File: config.mk
export PLATFORM = sky130hd
export DESIGN_NAME = note_player_bank_flat
export DESIGN_NICKNAME = d
export VERILOG_FILES = /design/src/rtl/note_player_if.sv /design/src/rtl/note_player_bank.sv /design/src/flat_wrapper.sv
export SDC_FILE = /design/constraint.sdc
export NUM_CORES = 1
export LEC_CHECK = 0
export CORE_ASPECT_RATIO = 2
export CORE_MARGIN = 10
export CORE_UTILIZATION = 54
export CTS_BUF_LIST = sky130_fd_sc_hd__clkbuf_4 sky130_fd_sc_hd__clkbuf_8 sky130_fd_sc_hd__clkbuf_16
export DETAILED_ROUTE_END_ITERATION = 12
export PLACE_DENSITY = 0.9
export SLEW_MARGIN = 10
export SYNTH_ARGS = -nofsm -noshare
export SYNTH_HDL_FRONTEND = slang
export SYNTH_SLANG_ARGS = --single-unit
File: constraint.sdc
create_clock -name clk -period 3.4 [get_ports clk]
set_input_delay 0.68 -clock clk [delete_from_list [all_inputs] [get_ports clk]]
set_output_delay 0.68 -clock clk [all_outputs]
set_load 0.01 [all_outputs]
File: src/rtl/note_player_if.sv
// note_player_if: note interface between the song reader (master) and the
// note player bank (slave). Carries incoming note strobes and the per-voice
// status reported back to the synthesis stage.
interface note_player_if #(
    parameter int VOICES = 3,
    parameter int DUR_W  = 6
);
    logic                  play;
    logic                  beat;
    logic                  new_note;
    logic [5:0]            note;
    logic [DUR_W-1:0]      duration;
    logic [2:0]            metadata;
    logic [6*VOICES-1:0]   voice_note;
    logic [3*VOICES-1:0]   voice_meta;
    logic [VOICES-1:0]     voice_en;
    logic                  note_done;
    logic [VOICES-1:0]     done_mask;
    logic                  dropped;
    logic                  busy;

    modport master (
        output play, beat, new_note, note, duration, metadata,
        input  voice_note, voice_meta, voice_en, note_done, done_mask, dropped, busy
    );

    modport slave (
        input  play, beat, new_note, note, duration, metadata,
        output voice_note, voice_meta, voice_en, note_done, done_mask, dropped, busy
    );
endinterface

File: src/rtl/note_player_bank.sv
// note_player_bank: assigns incoming notes to the lowest free of VOICES voice
// slots, counts each voice down in beats and reports per-voice note, metadata
// and enable. Pulses note_done/done_mask on expiry and dropped when no voice
// is free.
// Optional feature macro: NOTE_PLAYER_STEAL_EN -- when defined, a note with no
// free voice steals the playing voice with the smallest remaining count
// (lowest index on ties) instead of being dropped.
module note_player_bank #(
    parameter int VOICES = 3,
    parameter int DUR_W  = 6
) (
    input  logic           clk,
    input  logic           reset,
    note_player_if.slave   bus
);

    typedef enum logic {
        V_IDLE = 1'b0,
        V_PLAY = 1'b1
    } voice_state_t;

    localparam logic [DUR_W-1:0] REM_ONE = {{(DUR_W-1){1'b0}}, 1'b1};

    // Voice state
    voice_state_t        r_state     [VOICES];
    voice_state_t        w_state_nxt [VOICES];
    logic [DUR_W-1:0]    r_rem       [VOICES];
    logic [DUR_W-1:0]    w_rem_nxt   [VOICES];
    logic [5:0]          r_note      [VOICES];
    logic [5:0]          w_note_nxt  [VOICES];
    logic [2:0]          r_meta      [VOICES];
    logic [2:0]          w_meta_nxt  [VOICES];

    // Allocation / countdown control
    logic                w_tick;
    logic                w_req;
    logic                w_drop;
    logic [VOICES-1:0]   w_free;
    logic [VOICES-1:0]   w_load;
    logic [VOICES-1:0]   w_expire;
    logic [VOICES-1:0]   w_active_nxt;

    // Registered outputs
    logic [VOICES-1:0]   r_voice_en;
    logic                r_note_done;
    logic [VOICES-1:0]   r_done_mask;
    logic                r_dropped;
    logic                r_busy;
    logic [6*VOICES-1:0] w_voice_note;
    logic [3*VOICES-1:0] w_voice_meta;

    // One-hot of the lowest set bit of mask (zero when mask is empty).
    function automatic logic [VOICES-1:0] first_one(input logic [VOICES-1:0] mask);
        logic [VOICES-1:0] sel;
        sel = {VOICES{1'b0}};
        for (int i = VOICES - 1; i >= 0; i--) begin
            sel = mask[i] ? ({{(VOICES-1){1'b0}}, 1'b1} << i) : sel;
        end
        return sel;
    endfunction

`ifdef NOTE_PLAYER_STEAL_EN
    logic [VOICES-1:0]   w_steal;
    logic [DUR_W-1:0]    w_best_rem;
    logic                w_found;
    logic                w_take;

    // Pick the playing voice closest to expiry; strict compare keeps the lowest index on ties.
    always_comb begin
        w_steal    = {VOICES{1'b0}};
        w_best_rem = {DUR_W{1'b1}};
        w_found    = 1'b0;
        w_take     = 1'b0;
        for (int i = 0; i < VOICES; i++) begin
            w_take     = (r_state[i] == V_PLAY) && (!w_found || (r_rem[i] < w_best_rem));
            w_steal    = w_take ? ({{(VOICES-1){1'b0}}, 1'b1} << i) : w_steal;
            w_best_rem = w_take ? r_rem[i] : w_best_rem;
            w_found    = w_found | w_take;
        end
    end
`endif

    // Choose which voice (if any) loads the incoming note; the free mask is pre-edge state.
    always_comb begin
        w_tick = bus.beat & bus.play;
        w_req  = bus.new_note & (bus.duration != {DUR_W{1'b0}});
        w_load = {VOICES{1'b0}};
        w_drop = 1'b0;
        for (int i = 0; i < VOICES; i++) begin
            w_free[i] = (r_state[i] == V_IDLE);
        end
        if (w_req) begin
            if (|w_free) begin
                w_load = first_one(w_free);
            end else begin
`ifdef NOTE_PLAYER_STEAL_EN
                w_load = w_steal;
`else
                w_drop = 1'b1;
`endif
            end
        end else begin
            w_load = {VOICES{1'b0}};
        end
    end

    // Per-voice next state: load has priority over countdown; remaining==1 retires the voice.
    always_comb begin
        for (int i = 0; i < VOICES; i++) begin
            w_state_nxt[i] = r_state[i];
            w_rem_nxt[i]   = r_rem[i];
            w_note_nxt[i]  = r_note[i];
            w_meta_nxt[i]  = r_meta[i];
            w_expire[i]    = 1'b0;
            if (w_load[i]) begin
                w_state_nxt[i] = V_PLAY;
                w_rem_nxt[i]   = bus.duration;
                w_note_nxt[i]  = bus.note;
                w_meta_nxt[i]  = bus.metadata;
            end else begin
                case (r_state[i])
                    V_IDLE: begin
                        w_state_nxt[i] = V_IDLE;
                    end
                    V_PLAY: begin
                        if (w_tick) begin
                            if (r_rem[i] == REM_ONE) begin
                                w_state_nxt[i] = V_IDLE;
                                w_expire[i]    = 1'b1;
                            end else begin
                                w_rem_nxt[i]   = r_rem[i] - REM_ONE;
                            end
                        end else begin
                            w_state_nxt[i] = V_PLAY;
                        end
                    end
                    default: begin
                        w_state_nxt[i] = V_IDLE;
                    end
                endcase
            end
            w_active_nxt[i] = (w_state_nxt[i] == V_PLAY);
        end
    end

    // Voice state registers.
    always_ff @(posedge clk or posedge reset) begin
        if (reset) begin
            for (int i = 0; i < VOICES; i++) begin
                r_state[i] <= V_IDLE;
                r_rem[i]   <= {DUR_W{1'b0}};
                r_note[i]  <= 6'd0;
                r_meta[i]  <= 3'd0;
            end
        end else begin
            for (int i = 0; i < VOICES; i++) begin
                r_state[i] <= w_state_nxt[i];
                r_rem[i]   <= w_rem_nxt[i];
                r_note[i]  <= w_note_nxt[i];
                r_meta[i]  <= w_meta_nxt[i];
            end
        end
    end

    // Status outputs, registered so they line up with the voice state they describe.
    always_ff @(posedge clk or posedge reset) begin
        if (reset) begin
            r_voice_en  <= {VOICES{1'b0}};
            r_note_done <= 1'b0;
            r_done_mask <= {VOICES{1'b0}};
            r_dropped   <= 1'b0;
            r_busy      <= 1'b0;
        end else begin
            r_voice_en  <= w_active_nxt & {VOICES{bus.play}};
            r_note_done <= |w_expire;
            r_done_mask <= w_expire;
            r_dropped   <= w_drop;
            r_busy      <= |w_active_nxt;
        end
    end

    // Flatten per-voice note/meta registers onto the output buses.
    always_comb begin
        w_voice_note = {(6*VOICES){1'b0}};
        w_voice_meta = {(3*VOICES){1'b0}};
        for (int i = 0; i < VOICES; i++) begin
            w_voice_note[6*i +: 6] = r_note[i];
            w_voice_meta[3*i +: 3] = r_meta[i];
        end
    end

    assign bus.voice_note = w_voice_note;
    assign bus.voice_meta = w_voice_meta;
    assign bus.voice_en   = r_voice_en;
    assign bus.note_done  = r_note_done;
    assign bus.done_mask  = r_done_mask;
    assign bus.dropped    = r_dropped;
    assign bus.busy       = r_busy;

endmodule

File: src/flat_wrapper.sv
// flat-port wrapper written by rule: the top's interface ports become plain ports
module note_player_bank_flat 
#(
    parameter int VOICES = 3,
    parameter int DUR_W  = 6
)
  (clk, reset, bus_play, bus_beat, bus_new_note, bus_note, bus_duration, bus_metadata, bus_voice_note, bus_voice_meta, bus_voice_en, bus_note_done, bus_done_mask, bus_dropped, bus_busy);
  note_player_if #(.VOICES(VOICES), .DUR_W(DUR_W)) bus_i ();
  input  logic clk;
  input  logic reset;
  input wire logic [$bits(bus_i.play)-1:0] bus_play;
  input wire logic [$bits(bus_i.beat)-1:0] bus_beat;
  input wire logic [$bits(bus_i.new_note)-1:0] bus_new_note;
  input wire logic [$bits(bus_i.note)-1:0] bus_note;
  input wire logic [$bits(bus_i.duration)-1:0] bus_duration;
  input wire logic [$bits(bus_i.metadata)-1:0] bus_metadata;
  output wire logic [$bits(bus_i.voice_note)-1:0] bus_voice_note;
  output wire logic [$bits(bus_i.voice_meta)-1:0] bus_voice_meta;
  output wire logic [$bits(bus_i.voice_en)-1:0] bus_voice_en;
  output wire logic [$bits(bus_i.note_done)-1:0] bus_note_done;
  output wire logic [$bits(bus_i.done_mask)-1:0] bus_done_mask;
  output wire logic [$bits(bus_i.dropped)-1:0] bus_dropped;
  output wire logic [$bits(bus_i.busy)-1:0] bus_busy;
  assign bus_i.play = bus_play;
  assign bus_i.beat = bus_beat;
  assign bus_i.new_note = bus_new_note;
  assign bus_i.note = bus_note;
  assign bus_i.duration = bus_duration;
  assign bus_i.metadata = bus_metadata;
  assign bus_voice_note = bus_i.voice_note;
  assign bus_voice_meta = bus_i.voice_meta;
  assign bus_voice_en = bus_i.voice_en;
  assign bus_note_done = bus_i.note_done;
  assign bus_done_mask = bus_i.done_mask;
  assign bus_dropped = bus_i.dropped;
  assign bus_busy = bus_i.busy;
  note_player_bank #(.VOICES(VOICES), .DUR_W(DUR_W)) u_core (.clk(clk), .reset(reset), .bus(bus_i));
endmodule
==> out/results.ini <==
[placement]
io_buffers = 55
dpl_cell_area_um2 = 3230
place_congestion = 0.848
hpwl_um = 4940

[cells_and_area]
multi_input_area_um2 = 1090
antenna_cells = 0
drive_above_1_share_pct = 17.3
fill_cells = 336
syn_to_final_growth_pct = 30.4
design_area_um2 = 3400
fin_nets = 328
seq_area_um2 = 1430

[grt]
grt_pass1_vias = 2278
grt_overflow_total = 0
grt_max_degree = 58
track_usage_pct = 16.8
grt_pass1_wl_um = 11200
antenna_found_initial = 0

[routing]
drt-initial-drc-count = 172
drc = 0
wl_um = 6650
drtPass1Iterations = 4
viasPerCell = 5.83
wl_per_cell_um = 18.4
ant_nets = 0
vias = 2104

[floorplan]
initial_utilization_pct = 56.1
io_pins = 56
die_y_um = 118
coreArea_um2 = 4640
die_x_um = 69.1
die_area_um2 = 8170
fp-row-count = 35

[clock_network]
htreeDepth = 3
cts_buffer_depth = 2
root_buffer = clkbuf_8
clock_sinks = 57
hold_buffers = 0
insertion_delay_ns = 0.34
cts_buffers = 9
cts.clk_slew.worst_paths_ns = 0.06
cts.repair.resized = 0
post_cts_buffers = 0
cts_tree = built

[synth]
avgSynthCellArea_um2 = 11.0
synth_enable_flop_cells = 0
syn_area_um2 = 2610
synth_cell_types = 46
ys_ff_latch = 57
synth_nets = 263
synthFlopType = dfrtp_1
ys_warn_count = 0
synth_top_area_share_pct = 54.7
netlist_top_cells_area = dfrtp_1, mux2_2, nand2_1
synth-async-reset-ratio_pct = 100
yosysTopAreaCell = dfrtp_1
netlist_instances = 237
yosysSeqAreaShare_pct = 54.7

[critical_path]
crit_path_start_kind = primary input
worstPathRequired_ns = 3.62
path_class = in -> reg
cp-end-kind = register
path_max_fanout = 16
worst_ep_arrival_time_ns = 2.65

[sta]
finalHoldViolCount = 0
max-slew-margin-rel_pct = 49.0
tightest_slew_ns = 0.760
fin_crit_sh_pct = 71.4
rsz0062_at_grt = false
finalCriticalPeriod_ns = 2.43
fmax_ghz = 0.412
fin_skew_ns = 0.00786
finalSetupTns_ns = 0
slew_violations = 0
setup_viol = 0

[pwr]
ir_drop_v = 0.000647
p_per_area_nw_per_um2 = 845
leakage_uw = 0.00149

[outcome]
outcome = finished clean

[run]
cap_viol_max_count = 0

[min_path]
hold_path_class = reg -> reg

-- path summary, 6_finish.rpt --
path,start,to,slack (ns),cells after the start
setup / recovery,bus_new_note,u_core.r_rem[4]$_DFFE_PP0P_,0.97,5
hold / removal,u_core.bus.voice_meta[2]$_DFFE_PP0P_,u_core.bus.voice_meta[2]$_DFFE_PP0P_,0.48,2
setup reg to reg,u_core.r_state[0]$_DFF_PP0_,u_core.r_rem[4]$_DFFE_PP0P_,1.35,4
hold reg to reg,u_core.bus.voice_meta[2]$_DFFE_PP0P_,u_core.bus.voice_meta[2]$_DFFE_PP0P_,0.48,2
max in group asynchronous,reset,u_core.r_rem[2]$_DFFE_PP0P_,2.06,3
min in group asynchronous,reset,u_core.bus.voice_note[10]$_DFFE_PP0P_,0.86,3
-- critical path, cell delays in order --
cell and delay (ns):
clkdlybuf4s50_1 0.54, and4b_1 0.33, a21boi_2 0.65, nor2_1 0.12, a221o_1 0.32
-- layout by cell type (no fill, tap or decap), types with 2 or more instances in the layout --
| master | count |
|---|---|
| clkbuf_4 | 2 |
| o31ai_1 | 2 |
| a21oi_1 | 7 |
| nand3b_1 | 2 |
| nor3b_1 | 3 |
| o311ai_0 | 4 |
| xnor2_1 | 5 |
| clkdlybuf4s50_1 | 55 |
| o21ai_0 | 9 |
| nand2_1 | 43 |
| a221o_1 | 5 |
| buf_4 | 6 |
| clkbuf_8 | 10 |
| inv_1 | 12 |
| a211oi_1 | 2 |
| nor3_1 | 5 |
| dfrtp_1 | 57 |
| ha_1 | 6 |
| mux2_2 | 20 |
| clkinv_2 | 2 |
| nand4_1 | 5 |
| nand3_1 | 5 |
| or3_1 | 3 |
| nor2_1 | 9 |
| o211ai_1 | 2 |
| nor2b_1 | 3 |
-- per-stage QoR --
step,total power [uW],cells,utilization (%),setup slack [ns],hold slack (ns)
finish,2870,361,73.2,0.972,0.479
CTS,2890,361,73.2,0.980,0.480
global placement,2290,346,69.6,0.655,0.458
floorplan,1770,237,-,1.32,0.476
detailed placement,2340,346,69.6,0.631,0.466
global route,3070,361,73.2,0.742,0.503
-- layer usage --
| layer | wire length (um) | share of wire [%] | track usage (%) |
|---|---|---|---|
| met3 | 388 | 5.8 | 5.95 |
| met5 | 0 | 0 | 0 |
| met2 | 3660 | 55 | 29.9 |
| met4 | 206 | 3.1 | 9.37 |
| met1 | 2400 | 36 | 16.2 |
-- layout make-up --
type,instances,share of cell area [%]
inverters,13,1.44
flip-flops and latches,57,42.0
multi-input cells,160,32.1
repair buffers,61,17.5
clock inverters,3,0.515
well taps,55,2.02
clock buffers,12,4.49
-- state kept, by name, indices dropped and copies added, names as in the netlist --
signal / count
u_core.bus.busy: 1
u_core.bus.done_mask: 3
u_core.bus.dropped: 1
u_core.bus.note_done: 1
u_core.bus.voice_en: 3
u_core.bus.voice_meta: 9
u_core.bus.voice_note: 18
u_core.r_rem: 18
u_core.r_state: 3
-- where the power goes --
group          total [uW]  internal [uW]  switching (uW)
Combinational        1130            631             503
Sequential           1190            966             224
Clock                 550            294             257
Total                2870           1890             983
-- synth_stat cells, drive strengths merged (3+ instances only) --
cell type,number
inv,13
nor2,9
xnor2,5
o311ai,5
nand2,43
a21oi,7
nor3b,3
nand4,5
a21boi,3
a221o,5
clkbuf,3
dfrtp,57
or3,3
o21ai,11
nor2b,3
nand3,6
ha,6
mux2,20
nor3,5
buf,4
-- kinds of logic after synthesis --
group | share of synthesized area (%)
simple gates | 17.1
flops | 54.7
compound gates | 11.1
xor+xnor | 1.68
fa+ha+maj | 2.88
mux | 9.03
buf+inv | 3.46
(Power assumes the default switching activity.)
